### config.mk
export PLATFORM = sky130hd
export DESIGN_NAME = branch_predict_ctrl
export DESIGN_NICKNAME = d
export VERILOG_FILES = /design/src/rtl/branch_predict_ctrl.sv
export SDC_FILE = /design/constraint.sdc
export NUM_CORES = 1
export LEC_CHECK = 0
export CAP_MARGIN = 10
export CORE_MARGIN = 3
export CORE_UTILIZATION = 49
export DETAILED_ROUTE_END_ITERATION = 6
export PLACE_DENSITY = 0.78
export SLEW_MARGIN = 25
export SYNTH_ARGS = -nofsm -noshare
export SYNTH_HDL_FRONTEND = slang
export SYNTH_SLANG_ARGS = --single-unit
### constraint.sdc
create_clock -name clk -period 3.5 [get_ports clk]
set_input_delay 0.7 -clock clk [delete_from_list [all_inputs] [get_ports clk]]
set_output_delay 0.7 -clock clk [all_outputs]
set_load 0.005 [all_outputs]
### src/rtl/branch_predict_ctrl.sv
// Fetch-side branch predictor: direct-mapped 2-bit saturating counters with a registered
// redirect/flush on mispredict. Optional performance counters under `BRPRED_PERF_EN`.
module branch_predict_ctrl #(
    parameter int IDX_BITS = 6,
    parameter int XLEN     = 32
) (
    input  logic            clk,
    input  logic            reset_n,
    input  logic            tbl_clear,
    input  logic            f_valid,
    input  logic [XLEN-1:0] f_pc,
    input  logic            f_is_branch,
    input  logic [XLEN-1:0] f_target,
    output logic            pred_taken,
    output logic [XLEN-1:0] pred_target,
    input  logic            ex_valid,
    input  logic            ex_branch,
    input  logic            ex_jump,
    input  logic            ex_pcsrc,
    input  logic [XLEN-1:0] ex_pc,
    input  logic [XLEN-1:0] ex_target,
    input  logic            ex_pred_taken,
    output logic            redirect,
    output logic [XLEN-1:0] redirect_pc,
    output logic            flush,
    output logic            init_done
`ifdef BRPRED_PERF_EN
    ,
    output logic [31:0]     perf_branches,
    output logic [31:0]     perf_mispredicts
`endif
);

    localparam int DEPTH = 1 << IDX_BITS;

    typedef enum logic {
        INIT = 1'b0,
        RUN  = 1'b1
    } state_t;

    state_t                state_r;
    logic [IDX_BITS-1:0]   sweep_idx_r;
    logic [1:0]            ctr_r [DEPTH];
    logic                  redirect_r;
    logic                  flush_r;
    logic [XLEN-1:0]       redirect_pc_r;
    logic                  init_done_r;

    logic [IDX_BITS-1:0]   f_idx_s;
    logic [IDX_BITS-1:0]   ex_idx_s;
    logic                  pred_taken_s;
    logic [XLEN-1:0]       pred_target_s;
    logic                  mispredict_s;
    logic [XLEN-1:0]       fix_pc_s;
    logic                  train_s;
    logic [1:0]            cur_ctr_s;
    logic [1:0]            nxt_ctr_s;

    // Prediction lookup, mispredict detection and next counter value for training.
    always_comb begin
        f_idx_s      = f_pc[IDX_BITS+1:2];
        ex_idx_s     = ex_pc[IDX_BITS+1:2];
        pred_taken_s = (state_r == RUN) & f_valid & f_is_branch & ctr_r[f_idx_s][1];
        if (pred_taken_s) begin
            pred_target_s = f_target;
        end else begin
            pred_target_s = f_pc + XLEN'(32'd4);
        end
        mispredict_s = ex_valid & (ex_branch | ex_jump) & (ex_pcsrc != ex_pred_taken);
        if (ex_pcsrc) begin
            fix_pc_s = ex_target;
        end else begin
            fix_pc_s = ex_pc + XLEN'(32'd4);
        end
        train_s   = (state_r == RUN) & ex_valid & ex_branch & ~ex_jump;
        cur_ctr_s = ctr_r[ex_idx_s];
        if (ex_pcsrc) begin
            if (cur_ctr_s == 2'b11) begin
                nxt_ctr_s = cur_ctr_s;
            end else begin
                nxt_ctr_s = cur_ctr_s + 2'b01;
            end
        end else begin
            if (cur_ctr_s == 2'b00) begin
                nxt_ctr_s = cur_ctr_s;
            end else begin
                nxt_ctr_s = cur_ctr_s - 2'b01;
            end
        end
    end

    // Counter table: swept to weakly-not-taken during INIT, trained by resolved branches in RUN.
    always_ff @(posedge clk or negedge reset_n) begin
        if (!reset_n) begin
            for (int i = 0; i < DEPTH; i++) begin
                ctr_r[i] <= 2'b01;
            end
        end else if (state_r == INIT) begin
            ctr_r[sweep_idx_r] <= 2'b01;
        end else if (train_s) begin
            ctr_r[ex_idx_s] <= nxt_ctr_s;
        end
    end

    // Control FSM with registered redirect/flush; redirects fire in either state.
    always_ff @(posedge clk or negedge reset_n) begin
        if (!reset_n) begin
            state_r       <= INIT;
            sweep_idx_r   <= '0;
            redirect_r    <= 1'b0;
            flush_r       <= 1'b0;
            redirect_pc_r <= '0;
            init_done_r   <= 1'b0;
        end else begin
            redirect_r <= mispredict_s;
            flush_r    <= mispredict_s;
            if (mispredict_s) begin
                redirect_pc_r <= fix_pc_s;
            end
            case (state_r)
                INIT: begin
                    sweep_idx_r <= sweep_idx_r + IDX_BITS'(1);
                    if (&sweep_idx_r) begin
                        state_r     <= RUN;
                        init_done_r <= 1'b1;
                    end
                end
                RUN: begin
                    if (tbl_clear) begin
                        state_r     <= INIT;
                        sweep_idx_r <= '0;
                        init_done_r <= 1'b0;
                    end
                end
                default: begin
                    state_r     <= INIT;
                    sweep_idx_r <= '0;
                    init_done_r <= 1'b0;
                end
            endcase
        end
    end

`ifdef BRPRED_PERF_EN
    logic [31:0] perf_branches_r;
    logic [31:0] perf_mispredicts_r;

    // Saturating event counters; untouched by tbl_clear.
    always_ff @(posedge clk or negedge reset_n) begin
        if (!reset_n) begin
            perf_branches_r    <= 32'd0;
            perf_mispredicts_r <= 32'd0;
        end else begin
            if ((state_r == RUN) && ex_valid && (ex_branch || ex_jump)
                && (perf_branches_r != 32'hFFFF_FFFF)) begin
                perf_branches_r <= perf_branches_r + 32'd1;
            end
            if (mispredict_s && (perf_mispredicts_r != 32'hFFFF_FFFF)) begin
                perf_mispredicts_r <= perf_mispredicts_r + 32'd1;
            end
        end
    end

    assign perf_branches    = perf_branches_r;
    assign perf_mispredicts = perf_mispredicts_r;
`endif

    assign pred_taken  = pred_taken_s;
    assign pred_target = pred_target_s;
    assign redirect    = redirect_r;
    assign flush       = flush_r;
    assign redirect_pc = redirect_pc_r;
    assign init_done   = init_done_r;

endmodule

==> results.yml, run 1 <==
logic_synthesis:
  synth_warnings: 0
  synth_most_common_cell: "nor2_1"
  synthCells: 1336
  post_synth.cell_area_avg_um2: 8.491
  synth_top_area_cell: "dfrtp_1"
  synth_common_cells: "nor2_1 (154), nand2_1 (142), a21oi_1 (133)"
  ys_seq_elements: 169
  synth_top_area_share_pct: 23.16
  yosysSeqAreaShare_pct: 37.98
  synth_edf_count: 0
  syn_area_um2: 11340
  ys_types: 68
  synthTopCellsByArea: "dfrtp_1 (23%), dfstp_2 (15%), a21oi_1 (5.9%), nor2_1 (5.1%), nand2_1 (4.7%)"
  synth_ff_type: "dfrtp_1"
  syn-num-nets: 1477
  async_flop_share_pct: 100.0
layout:
  fin_cells: 1955
  synthToLayoutAreaGrowth_pct: 37.42
  num-nets-final: 1796
  layout-drive-gt1-share_pct: 25.42
  multi_input_area_um2: 6621
  fillers: 1830
  seqCellArea_um2: 4312
global_route:
  grt_first_pass_wirelength_um: 73240
  antenna_found_initial: 7
  grt_max_degree: 72
  grt_overflow_total: 0
  grt_usage_pct: 38.95
  grt_pass1_vias: 12070
timing:
  timing.final.crit_share_pct: 106.0
  whs_ns: 0.2702
  period_needed_ns: 3.711
  worst_slack_ns: -0.2112
  slew_headroom_pct: 51.71
  fin_skew_ns: 0.01341
  maxSlewViolCount: 0
  setup_violations: 31
  fin_tns_setup_ns: -3.191
  finalHoldViolations: 0
  fmax_mhz: 269.5
  rsz0062_at_grt: "true"
  worstMarginPinSlew_ns: 0.7243
route:
  viasPerCell: 6.491
  drt_wl_total_um: 49910
  firstDrtPassIters: 7
  vias: 12690
  drtIter0Drc: 1632
  wl_per_cell_um: 25.53
  antenna_left: 0
  drc_errors: 11
critical_path:
  cp-end-kind: "output pin"
  crit_required_ns: 2.80
  crit_fanout: 8
  startpoint_type: "register"
  path_class: "reg -> out"
  arrival_ns: 3.01
die:
  core_area_um2: 22710
  initial_core_util_pct: 49.96
  die_area_um2: 25010
  io_pins: 206
  num_rows: 55
  die_h_um: 158.2
  die_w_um: 158.2
power:
  p_int_mw: 5.141
  peakVddDrop_mv: 0.4085
  switchingPower_mw: 3.462
  p_comb_share_pct: 38.3
  fin_total_pwr_mw: 8.603
  p_leak_nw: 6.328
  p_seq_share_pct: 39.8
  p_per_area_nw_per_um2: 551.8
  clkPwrFrac_pct: 21.9
  switching_share_pct: 40.24
clock_tree:
  cts_sinks: 169
  cts_hold_buf: 0
  cts_buffers: 17
  clkTransAtPathRegs_ns: 0.07
  clk-insertion-delay-late_ns: 0.45
  cts_tree: "yes"
  cts_buffer_depth: 2
  cts_root_buffer: "clkbuf_16"
  htreeDepth: 4
placement:
  port_buffers: 205
  dp_hpwl_um: 36840
  dpl_worst_slack_ns: -0.9781
  place_inst: 1903
  gp_congestion: 1.066
run_status:
  status: "finished with violations"
  violations: "DRC, setup timing"
worst_hold_path:
  hold_class: "in -> async"
job:
  maxCapViolations: 0
==> cells by family after synthesis <==
family	share of synthesized area, %
simple gates	19.01
compound gates	23.08
flops	37.98
buf+inv	5.724
mux	9.342
xor+xnor	4.323
fa+ha+maj	0.5294
==> placed cells by master, fill, tap and decap left out, drive strengths merged, types with 13 or more instances in the layout <==
master and n:
nand3 54, mux2i 44, xor2 31, nand4 13, inv 44, a221oi 16
mux2 13, a22oi 16, o21ai 93, a211oi 41, a21oi 133, buf 234
mux4 21, o22ai 36, clkbuf 17, dfrtp 105, nor3 26, and3 17
a31oi 29, dfstp 64, xnor2 25, clkdlybuf4s50 164, nor2 155, a22o 13
nand2 142
==> layout make-up <==
| type | count | share of cell area, % |
|---|---|---|
| Antenna cell | 2 | 0.03210 |
| Clock buffer | 17 | 2.729 |
| Clock inverter | 15 | 0.9631 |
| Inverter | 36 | 0.8668 |
| Multi-Input combinational cell | 1031 | 42.47 |
| Sequential cell | 169 | 27.66 |
| Tap cell | 285 | 2.287 |
| Timing Repair Buffer | 400 | 22.99 |
==> sequential cells by signal, indices dropped and copies added, names as in the netlist <==
signal and cells:
ctr_r 128, redirect_pc 32, sweep_idx_r 6, flush 1, init_done 1, state_r 1
==> critical path, stage by stage, from the launching register on <==
cell      delay (ns)
dfrtp_2         0.42
mux4_2          0.46
mux4_2          0.51
nand2_2         0.11
o31ai_4         0.07
o211ai_4        0.20
buf_6           0.14
buf_6           0.12
buf_16          0.12
buf_6           0.09
nor2_1          0.03
a21oi_1         0.14
buf_2           0.15
==> repair_timing <==
item                                    CTS  global route
buffers inserted                         11             8
pin swaps                                 6            10
gates resized for setup                 205            25
endpoints found under the setup margin   33            39
gates cloned                              4             1
==> power by group through the flow <==
stage,logic [mW],clock network (mW),registers (mW)
6_report,3.29,1.89,3.42
5_1_grt,3.52,1.97,3.47
4_1_cts,3.18,1.89,3.37
3_5_place_dp,3.14,0,3.41
3_3_place_gp,3.09,0,3.39
2_1_floorplan,1.84,0,3.08
==> worst paths after layout <==
check / endpoint / start / cells past startpoint / slack (ns)
hold reg to reg: ctr_r[96] / ctr_r[96] / 2 / 0.47
setup / recovery: pred_target[13] / ctr_r[43] / 12 / -0.21
setup reg to reg: ctr_r[15] / ctr_r[49] / 11 / 0.62
hold / removal: ctr_r[21] / reset_n / 1 / 0.27
min in group clk: ctr_r[96] / ctr_r[96] / 2 / 0.47
max in group asynchronous: ctr_r[32] / reset_n / 2 / 2.36
==> metal layers <==
layer	GRT usage, %	wire, um	vias up
li1	-	-	5531
met1	49.76	18360	6007
met2	60.28	22100	925
met3	10.63	6402	221
met4	20.98	3001	6
met5	0	44	-
==> per-stage QoR <==
step	utilization, %	instance area (um^2)
final	68.65	15590
after global routing	68.65	15590
after CTS	68.49	15550
after detailed placement	64.69	14690
after global placement	64.69	14690
after floorplan	-	11360
Power figures use the tool's default switching activity.
==> run 2, diff against run 1 <==
- ABC_AREA: unset -> 1
- CORE_UTILIZATION: 49 -> 50
- PLACE_DENSITY: 0.78 -> 0.75
- clock period: 3.5 -> 3.79 ns (I/O delays scaled with it)
==> run 2 against run 1 <==
Net effect:
- hold slack improved by 0.051 ns
- cell count is 43% higher
- the flow still finishes with violations (DRC, setup timing)
- setup slack gained 0.11 ns
- clock skew shrank 0.0025 ns
- via count is 32% higher
- largest cell class unchanged
- routed wire length grew 12%
- synthesized cell count up 67%
- first-iteration DRC count increased by 33%
- utilization shrank 3.2 points
- sequential power shrank 7.9%
- global-route usage fell by 1.8 points
- register-to-register slack better by 0.78 ns
==> results.yml, run 2 <==
run_status:
  status: "finished with violations"
  violations: "DRC, setup timing"
logic_synthesis:
  synth_edf_count: 0
  synth_most_common_cell: "nand2_1"
  ys_types: 41
  synth_top_area_share_pct: 19.30
  synth_top_area_cell: "dfrtp_1"
  post_synth.cell_area_avg_um2: 6.095
  synthCells: 2234
  synth_common_cells: "nand2_1 (551), nor2_1 (343), a21oi_1 (248)"
  yosysSeqAreaShare_pct: 31.65
  async_flop_share_pct: 100.0
  syn-num-nets: 2375
  synth_ff_type: "dfrtp_1"
  synthTopCellsByArea: "dfrtp_1 (19%), nand2_1 (15%), dfstp_2 (12%), nor2_1 (9.5%), a21oi_1 (9.1%)"
  synth_warnings: 0
  syn_area_um2: 13620
  ys_seq_elements: 169
timing:
  period_needed_ns: 3.891
  fmax_mhz: 257.0
  finalHoldViolations: 0
  worst_slack_ns: -0.1012
  fin_skew_ns: 0.01087
  whs_ns: 0.3208
  rsz0062_at_grt: "true"
  maxSlewViolCount: 0
  fin_tns_setup_ns: -2.522
  slew_headroom_pct: 41.77
  worstMarginPinSlew_ns: 0.8687
  timing.final.crit_share_pct: 102.7
  setup_violations: 31
route:
  wl_met1_um: 20850
  drc_errors: 20
  viasPerCell: 5.966
  wl_met2_um: 24100
  wl_per_cell_um: 19.94
  drt_wl_total_um: 55840
  vias: 16710
  antenna_left: 0
  dr_wl_met3_um: 6905
  routed.top_layer: "met4"
  drtIter0Drc: 2175
  firstDrtPassIters: 7
layout:
  multi_input_area_um2: 7873
  fin_cells: 2800
  seqCellArea_um2: 4310
  layout_common_cells: "nand2_1 (546), nor2_1 (339), a21oi_1 (248)"
  layout-drive-gt1-share_pct: 11.12
  n_antenna_cell: 0
  layout_commonest_cell: "nand2_1"
  largest-register: "ctr_r"
  num-nets-final: 2593
  largest_reg_flops: 128
  synthToLayoutAreaGrowth_pct: 26.98
  fillers: 2441
clock_tree:
  cts_sinks: 169
  clk-insertion-delay-late_ns: 0.45
  htreeDepth: 4
  cts_root_buffer: "clkbuf_16"
  cts_hold_buf: 0
  clkTransAtPathRegs_ns: 0.07
  cts_buffers: 17
  cts_tree: "yes"
  cts_buffer_depth: 2
placement:
  dp_hpwl_um: 38270
  gp_congestion: 1.026
  place_inst: 2760
  port_buffers: 205
  dpl_worst_slack_ns: -0.2378
global_route:
  antenna_found_initial: 0
  grt_max_degree: 69
  grt_first_pass_wirelength_um: 85550
  grt_pass1_vias: 15790
  grt_usage_pct: 37.15
  grt_overflow_total: 0
critical_path:
  path_class: "in -> out"
  ff2ff_path_depth: 13
  reg2reg_slack_ns: 1.40
  crit_required_ns: 3.03
  cp-end-kind: "output pin"
  arrival_ns: 3.13
  crit_fanout: 17
  startpoint_type: "primary input"
die:
  num_rows: 59
  core_area_um2: 26430
  die_h_um: 171.0
  initial_core_util_pct: 51.52
  die_area_um2: 29250
  die_w_um: 171.0
  io_pins: 206
job:
  maxCapViolations: 0
worst_hold_path:
  hold_class: "in -> async"
power:
  peakVddDrop_mv: 0.2871
  p_per_area_nw_per_um2: 542.5
  p_leak_nw: 7.834
-- run 2: final cells by class --
cell class,count,share of cell area (%)
repair buffers,326,18.27
clock buffers,18,2.605
multi-input cells,1699,45.53
well taps,335,2.424
inverters,239,5.218
clock inverters,14,1.020
flip-flops and latches,169,24.93
-- run 2: worst paths after layout --
check	from	endpoint
max	f_pc[4]	pred_target[23]
min in group clk	redirect_pc[7]	redirect_pc[7]
max reg2reg	ctr_r[127]	ctr_r[64]
min	reset_n	redirect_pc[8]
max in group asynchronous	reset_n	ctr_r[86]
min reg2reg	redirect_pc[7]	redirect_pc[7]
-- run 2: report_power, final --
part	total [mW]	switching [mW]	internal [mW]
combinational	4.30	2.70	1.60
sequential	3.15	0.539	2.61
clock	1.93	0.891	1.04
-- run 2: kinds of logic after synthesis --
group | synth area share [%]
buffers and inverters | 11.29
AND/OR/NAND/NOR | 37.88
adder cells (fa/ha/maj) | 0.2757
flip-flops | 31.65
AO/OA/AOI/OAI | 16.14
XOR/XNOR | 2.766
-- run 2: what timing repair did --
action                     in CTS  in global routing
gates resized for setup        23                 10
cloned                          0                  2
setup buffers                   5                  1
setup endpoints to repair      33                 32
pin swaps                      12                  6
-- run 2: through the flow --
step	power, mW	utilization, %	instance area, um^2
global route	9.912	65.42	17290
finish	9.379	65.42	17290
global placement	7.130	62.33	16470
detailed placement	7.249	62.33	16470
CTS	9.191	65.07	17200
floorplan	5.638	-	13620
-- run 2: metal layers --
metal,track usage (%),up-vias
met5,0,-
met1,47.15,7566
met4,22.53,0
met3,8.572,271
met2,57.70,1216
li1,-,7653
-- run 2: worst max-delay path: stages --
cell,delay (ns)
clkdlybuf4s50_1,0.48
buf_6,0.16
clkinvlp_4,0.22
nand3_1,0.15
a21oi_1,0.08
nand2_1,0.06
nand2_1,0.09
nand2_1,0.12
nand2_4,0.11
nand2_4,0.12
buf_12,0.15
nand2_1,0.06
nand2_1,0.06
clkdlybuf4s50_1,0.52
